==> config.mk <==
export PLATFORM = sky130hd
export DESIGN_NAME = regfile_sb
export DESIGN_NICKNAME = d
export VERILOG_FILES = /design/src/rtl/regfile_sb.sv
export SDC_FILE = /design/constraint.sdc
export NUM_CORES = 2
export LEC_CHECK = 0
export ABC_AREA = 1
export BUFFER_PORTS_ARGS = -buffer_cell sky130_fd_sc_hd__buf_2
export CELL_PAD_IN_SITES_DETAIL_PLACEMENT = 0
export CELL_PAD_IN_SITES_GLOBAL_PLACEMENT = 1
export CORE_MARGIN = 10
export CORE_UTILIZATION = 50
export DETAILED_ROUTE_END_ITERATION = 8
export PLACE_DENSITY = 0.94
export SYNTH_ARGS = -nofsm -noshare
export SYNTH_HDL_FRONTEND = slang
export SYNTH_SLANG_ARGS = --single-unit
==> constraint.sdc <==
create_clock -name clk -period 4.8 [get_ports clk]
set_clock_uncertainty 0.1 [all_clocks]
set_input_delay 0 -clock clk [delete_from_list [all_inputs] [get_ports clk]]
set_output_delay 0 -clock clk [all_outputs]
set_load 0.02 [all_outputs]
==> src/rtl/regfile_sb.sv <==
// Purpose : register file (x0 hardwired to 0) with a per-register busy scoreboard for RAW hazards.
// Latency : reads and stall are combinational (0 cycles); writes, busy bits and pending_cnt update at posedge clk.
// Backpr. : no flow control; stall tells the issue stage that a read source is still pending.
//
// Ports:
//   clk, rst_n           rising-edge clock, asynchronous active-low reset
//   ad1, ad2             read indices -> ALUop1, regOp2 (combinational)
//   ad3, WE3, WD3        write-back port; a write-back also clears the busy bit
//   issue_en, issue_rd   issued instruction that will later write issue_rd (sets busy)
//   a0                   contents of register DBG_ADDR
//   stall                a read source is busy and not being forwarded this cycle
//   pending_cnt          registered population count of busy bits
//
// Optional feature: define REGFILE_BYPASS_EN to forward WD3 to a read port whose
// index matches a same-cycle write-back; that source then does not stall.
module regfile_sb #(
  parameter int unsigned ADDRESS_WIDTH = 5,
  parameter int unsigned DATA_WIDTH    = 32,
  parameter int unsigned DBG_ADDR      = 10
) (
  input  logic                     clk,
  input  logic                     rst_n,
  input  logic [ADDRESS_WIDTH-1:0] ad1,
  input  logic [ADDRESS_WIDTH-1:0] ad2,
  input  logic [ADDRESS_WIDTH-1:0] ad3,
  input  logic                     WE3,
  input  logic [DATA_WIDTH-1:0]    WD3,
  input  logic                     issue_en,
  input  logic [ADDRESS_WIDTH-1:0] issue_rd,
  output logic [DATA_WIDTH-1:0]    ALUop1,
  output logic [DATA_WIDTH-1:0]    regOp2,
  output logic [DATA_WIDTH-1:0]    a0,
  output logic                     stall,
  output logic [ADDRESS_WIDTH:0]   pending_cnt
);

  localparam int unsigned DEPTH = 2 ** ADDRESS_WIDTH;
  localparam logic [ADDRESS_WIDTH-1:0] DBG_IDX = DBG_ADDR[ADDRESS_WIDTH-1:0];

  logic [DATA_WIDTH-1:0] regs [DEPTH];
  logic [DEPTH-1:0]      busy;

  logic wb_vld;
  logic iss_vld;
  logic cnt_inc;
  logic cnt_dec;
  logic bypass1;
  logic bypass2;

  // Index 0 is excluded from both write-back and issue, so regs[0] and busy[0]
  // never leave their reset value of 0.
  assign wb_vld  = WE3 && (ad3 != '0);
  assign iss_vld = issue_en && (issue_rd != '0);

  // Count only real transitions of a busy bit. Issue wins over a same-register
  // write-back, so that write-back never decrements.
  assign cnt_inc = iss_vld && !busy[issue_rd];
  assign cnt_dec = wb_vld && busy[ad3] && !(iss_vld && (issue_rd == ad3));

`ifdef REGFILE_BYPASS_EN
  assign bypass1 = wb_vld && (ad3 == ad1);
  assign bypass2 = wb_vld && (ad3 == ad2);
`else
  assign bypass1 = 1'b0;
  assign bypass2 = 1'b0;
`endif

  // Data array.
  always_ff @(posedge clk or negedge rst_n) begin
    if (!rst_n) begin
      for (int i = 0; i < DEPTH; i++) begin
        regs[i] <= '0;
      end
    end else if (wb_vld) begin
      regs[ad3] <= WD3;
    end
  end

  // Scoreboard: clear on write-back first, then set on issue so issue wins.
  always_ff @(posedge clk or negedge rst_n) begin
    if (!rst_n) begin
      busy <= '0;
    end else begin
      if (wb_vld) begin
        busy[ad3] <= 1'b0;
      end
      if (iss_vld) begin
        busy[issue_rd] <= 1'b1;
      end
    end
  end

  always_ff @(posedge clk or negedge rst_n) begin
    if (!rst_n) begin
      pending_cnt <= '0;
    end else begin
      pending_cnt <= pending_cnt
                   + {{ADDRESS_WIDTH{1'b0}}, cnt_inc}
                   - {{ADDRESS_WIDTH{1'b0}}, cnt_dec};
    end
  end

  assign ALUop1 = bypass1 ? WD3 : regs[ad1];
  assign regOp2 = bypass2 ? WD3 : regs[ad2];
  assign a0     = regs[DBG_IDX];
  assign stall  = (busy[ad1] && !bypass1) || (busy[ad2] && !bypass2);

endmodule

Word level (Yosys, flattened, before mapping)
Cells that the tools add are included.
Widths: inputs -> output; s select.

operators by class
  bitwise logic cells = 6
  eq/ne operators = 1
  reduce and logical (&&, ||, !) cells = 14
  $lt $le $gt $ge = 10
  muxes and demuxes = 23
  add/sub/neg operators = 2

operators with widths
  operator            number
  $bwmux 1024         1
  $bmux 32 s5         2
  $mux 32             7
  $demux 32 s5        1
  $and 32x32->32      1
  $not 32->32         1
  $or 32x32->32       1
  $lt 5x6->1 const B  4
  $bmux 1 s5          4
  $ge 6x6->1 const B  3
  $not 5->6           3
  $demux 1 s5         2
  $ge 5x1->1 const B  2
  $reduce_bool 5->1   2
  $logic_and 1x1->1   9
  $add 6x1->6         1
  $lt 6x1->1 const B  1
  $mux 1              6
  $sub 6x1->6         1
  $eq 5x5->1          1
  $logic_not 1->1     2
  $logic_or 1x1->1    1

storage, ports and cells
  word-level logic and storage cells = 90
  output and inout port bits = 103
  bits of input ports = 56
  flip-flop bits (word level) = 1062

Logic depth before layout (Yosys ltp)
  word-level depth = 9
  gate-level depth with buffers = 20
  mapped depth without buffers = 19

Least setup slack after synthesis
No wires, ideal clock.

  kind = register -> register
  start = reg busy[31]
  end = reg pending_cnt[4]
  slack = 2.435 ns
  stages on the path, launching flop included = 16
  library setup time = 0.122 ns
  path buffers = 0
  arrival time = 2.143 ns
  period minus slack after synthesis = 2.365 ns
  required time = 4.578 ns
  path through = dfrtp_1 > inv_1 > nor2_1 > a21oi_1 > nand2_1 > nand2_1 > nand2_1 > nor2_1 > nand3_1 > ha_1 > inv_1 > ha_1 > inv_1 > fa_1 > o21a_1 > xnor2_1

on the way
  cells in the longest elaborated chain, start to end = 6
  elaborated cells between the ends (all ways) = 10
  those cells by class = add/sub (2); mux (4); reduce/logical (4)

RTL lines
  item                              line  source
  start: declaration                41    logic [DEPTH-1:0] busy;
  start signal: assignment          82    busy <= '0;
  start signal: indexed assignment  85    busy[ad3] <= 1'b0;
  start signal: indexed assignment  88    busy[issue_rd] <= 1'b1;
  $bmux 1 s5                        57    assign cnt_inc = iss_vld && !busy[issue_rd];
  $mux 1 (implied by the code)      57
  $logic_not 1->1                   57
  $logic_and 1x1->1                 57
  $add 6x1->6                       98    + {{ADDRESS_WIDTH{1'b0}}, cnt_inc}
  $sub 6x1->6 *                     99    - {{ADDRESS_WIDTH{1'b0}}, cnt_dec};
  end signal: assignment            97    pending_cnt <= pending_cnt
  end: declaration                  34    output logic [ADDRESS_WIDTH:0] pending_cnt

Every way passes the cells marked *; elsewhere a longest branch is shown, timed or not. The select of a mux whose other input is x is not followed.
A chain may end at the register's enable or synchronous reset.

Worst setup path in the final report
  start = in ad3[4]
  end = reg regs[314] (netlist name)

on the way
  cells in the longest elaborated chain, start to end = 6
  elaborated cells between the ends (all ways) = 9
  those cells by class = order compare (2); mux (3); bitwise (1); reduce/logical (3)

RTL lines
  item                                                                   line  source
  start: declaration                                                     25    input logic [ADDRESS_WIDTH-1:0] ad3,
  $not 5->6 (implied by the code)                                        75    regs[ad3] <= WD3;
  $ge 6x6->1 (implied by the code) / $lt 6x1->1 (equally long branches)  75
  $logic_and 1x1->1 (implied by the code)                                75
  $mux 32 (implied by the code)                                          75
  $demux 32 s5                                                           75
  $bwmux 1024                                                            75
  end signal: indexed assignment                                         72    regs[i] <= '0;
  end signal: indexed assignment                                         75
  end: declaration                                                       40    logic [DATA_WIDTH-1:0] regs [DEPTH];

Parallel ways exist; a longest one is shown, timed or not.

==> results.yml <==
floorplan:
  start_util_pct: 50.40
  die-area_um2: 133200
  core.rowCount: 126
  fp.dieH_um: 365
  core_um2: 118100
  die_w_um: 365
  ioPinCount: 159
global_routing:
  grt_pass1_wl_mm: 354.0
  grt_util_all_layers_pct: 34.35
  grt_overflow: 0
  antenna_found_initial: 15
  grt_pass1_vias: 56250
  grt_max_degree: 183
timing:
  setup_tns_ps: 0
  maxSlewHeadroom_pct: 8.928
  hold_violations: 0
  worstMarginPinSlew_ps: 1361
  post-route-period-util_pct: 69.31
  setup_viol: 0
  slew_viol_final: 0
  rsz0062_at_grt: "false"
  max_freq_mhz: 300.6
  min_period_ps: 3327
power_and_ir_drop:
  leakage_nw: 30.95
  pwr_density_cell_nw_per_um2: 426.6
  ir_drop_mv: 0.3211
layout:
  layout.nets: 8410
  layout_commonest_cell: "nand2_1"
  mostFrequentLayoutCells: "nand2_1 (3,560), nand3_1 (1,468), dfrtp_1 (1,062)"
  fin_area_um2: 64850
  drive_above_1_share_pct: 6.066
  fill_cells: 11340
  area_delta_synth_final_pct: 8.971
cts:
  htreeDepth: 3
  cts_buffers: 116
  cts_tree: "done"
  cts_buffer_depth: 3
  cts.clk_slew.worst_paths_ps: 60
  clock_latency_ps: 750
  post-cts-setup-buffers: 0
  ctsHoldBuffers: 60
  cts.sinks: 1062
  cts_root_buffer: "clkbuf_16"
  ctsResizeCount: 0
routing:
  wl_met1_mm: 92.92
  wl_met3_mm: 27.89
  wire_per_inst_um: 23.50
  wirelength_mm: 234.8
  route.detailed.drc: 0
  wl_met2_mm: 102.2
  topRoutingLayerUsed: "met4"
  drt-vias-per-instance: 6.100
  drtIter0Drc: 8540
  first_pass_iters: 8
  num_vias: 60930
  ant_nets: 0
synth:
  syn_area_per_cell_um2: 6.822
  netlist_instances: 8724
  yosys.area.top_type: "dfrtp_1"
  synth.top_cell.area_share_pct: 44.66
  ys_seq_elements: 1062
  yosys_warnings: 0
  syn-num-nets: 8787
  netlist_area_um2: 59510
  synth-seq-area-share_pct: 44.66
  synth.distinct_cells: 29
  synth.area.top_cells: "dfrtp_1 (45%), nand2_1 (22%), nand3_1 (12%)"
worst_setup_path:
  cp_data_required_time_ps: 5380
  worstPathArrival_ps: 3910
  crit_fanout: 27
  rrSetupSlack_ps: 2070
  r2r_cells: 15
  worstSetupStartpointType: "input port"
  cp-end-kind: "register"
  critPathKind: "in -> reg"
placement:
  io_buffers: 158
  hpwlAfterDp_mm: 130.5
  dpl-instance-area_um2: 60230
  gp_congestion: 0.9271
min_path:
  hold_depth: 4
  hp-class: "in -> reg"
run_status:
  outcome: "complete, no violations"
job:
  cap_violations: 0
registers in the layout, indices dropped and copies added (netlist names):
| register | count |
|---|---|
| regs | 992 |
| a0 | 32 |
| busy | 32 |
| pending_cnt | 6 |
path summary, 6_finish.rpt:
path | from | end
worst max register to register | busy[27]$_DFF_PN0_ | pending_cnt[4]$_DFF_PN0_
worst min-delay path | WD3[24] | regs[312]$_DFFE_PN0P_
max in group asynchronous | rst_n | regs[814]$_DFFE_PN0P_
worst max-delay path | ad3[4] | regs[314]$_DFFE_PN0P_
worst min register to register | regs[1017]$_DFFE_PN0P_ | regs[1017]$_DFFE_PN0P_
min in group asynchronous | rst_n | regs[953]$_DFFE_PN0P_
worst max-delay path, cell delays in order:
cell	delay, ps
dlygate4sd3_1	530
buf_2	200
inv_2	90
nor3_2	240
dlygate4sd3_1	610
inv_2	80
nor2_4	790
nand2_1	110
dlygate4sd3_1	600
o21ai_0	80
dlygate4sd3_1	560
cell usage after synthesis:
library cell	count
clkbuf_1	507
ha_1	6
buf_6	2
inv_1	158
clkinv_1	3
a22oi_1	2
dfrtp_1	1062
nor3_2	6
nand3b_1	1
o21ai_1	10
nor2_1	268
a21oi_1	366
o22ai_1	27
o32ai_1	3
buf_2	203
a21o_1	1
buf_4	50
inv_2	24
xnor2_1	2
nand2_1	3567
o21ai_0	909
fa_1	1
buf_1	53
xor2_1	6
nor3_1	10
clkbuf_2	6
nand3_1	1468
o21a_1	1
o211ai_1	2
area by class of cell:
class | instances | area (um^2) | share of cell area [%]
inverter | 185 | 738.2 | 1.138
timing repair buffer | 326 | 2835 | 4.372
tap | 1536 | 1922 | 2.963
sequential | 1062 | 26580 | 40.98
clock buffer | 168 | 3410 | 5.257
antenna | 12 | 30.03 | 0.04630
multi-input combinational | 6656 | 28780 | 44.38
clock inverter | 44 | 559.3 | 0.8624
metrics by stage:
step                power (mW)  cells  setup WS [ps]  hold WS (ps)  util [%]
CTS                      27.57   9977           1633         2.992     54.90
global route             29.05   9985           1401         34.29     54.91
detailed placement       18.13   9705           1744        -14.24     51.01
floorplan                16.13   8724           2435        -395.6         -
finish                   27.67   9989           1473         21.80     54.92
global placement         17.93   9705           1777        -16.13     51.01
kinds of logic (layout without fill, tap and decap cells):
kind of cell	after synthesis	after routing	share of synthesized area [%]
xor gates and xnor gates	8	8	0.1177
adders and majority gates	7	7	0.1598
DFF	1062	1062	44.66
other	0	12	0
and+or+nand+nor	5320	5320	36.73
AOI/OAI and AO/OA	1321	1321	11.21
buffers and inverters	1006	723	7.125
report_power, final:
| part | switching, mW | internal (mW) | total, mW |
|---|---|---|---|
| Clock | 3.91 | 5.54 | 9.45 |
| Combinational | 3.97 | 2.13 | 6.11 |
| Sequential | 1.37 | 10.7 | 12.1 |
| Total | 9.26 | 18.4 | 27.7 |
routing by layer:
metal  GRT usage (%)  vias up
met1           46.84    28820
met4           16.19        0
met5               0        -
li1                -    27530
met2           51.80     3845
met3           7.596      736
Power figures use the tool's default switching activity.
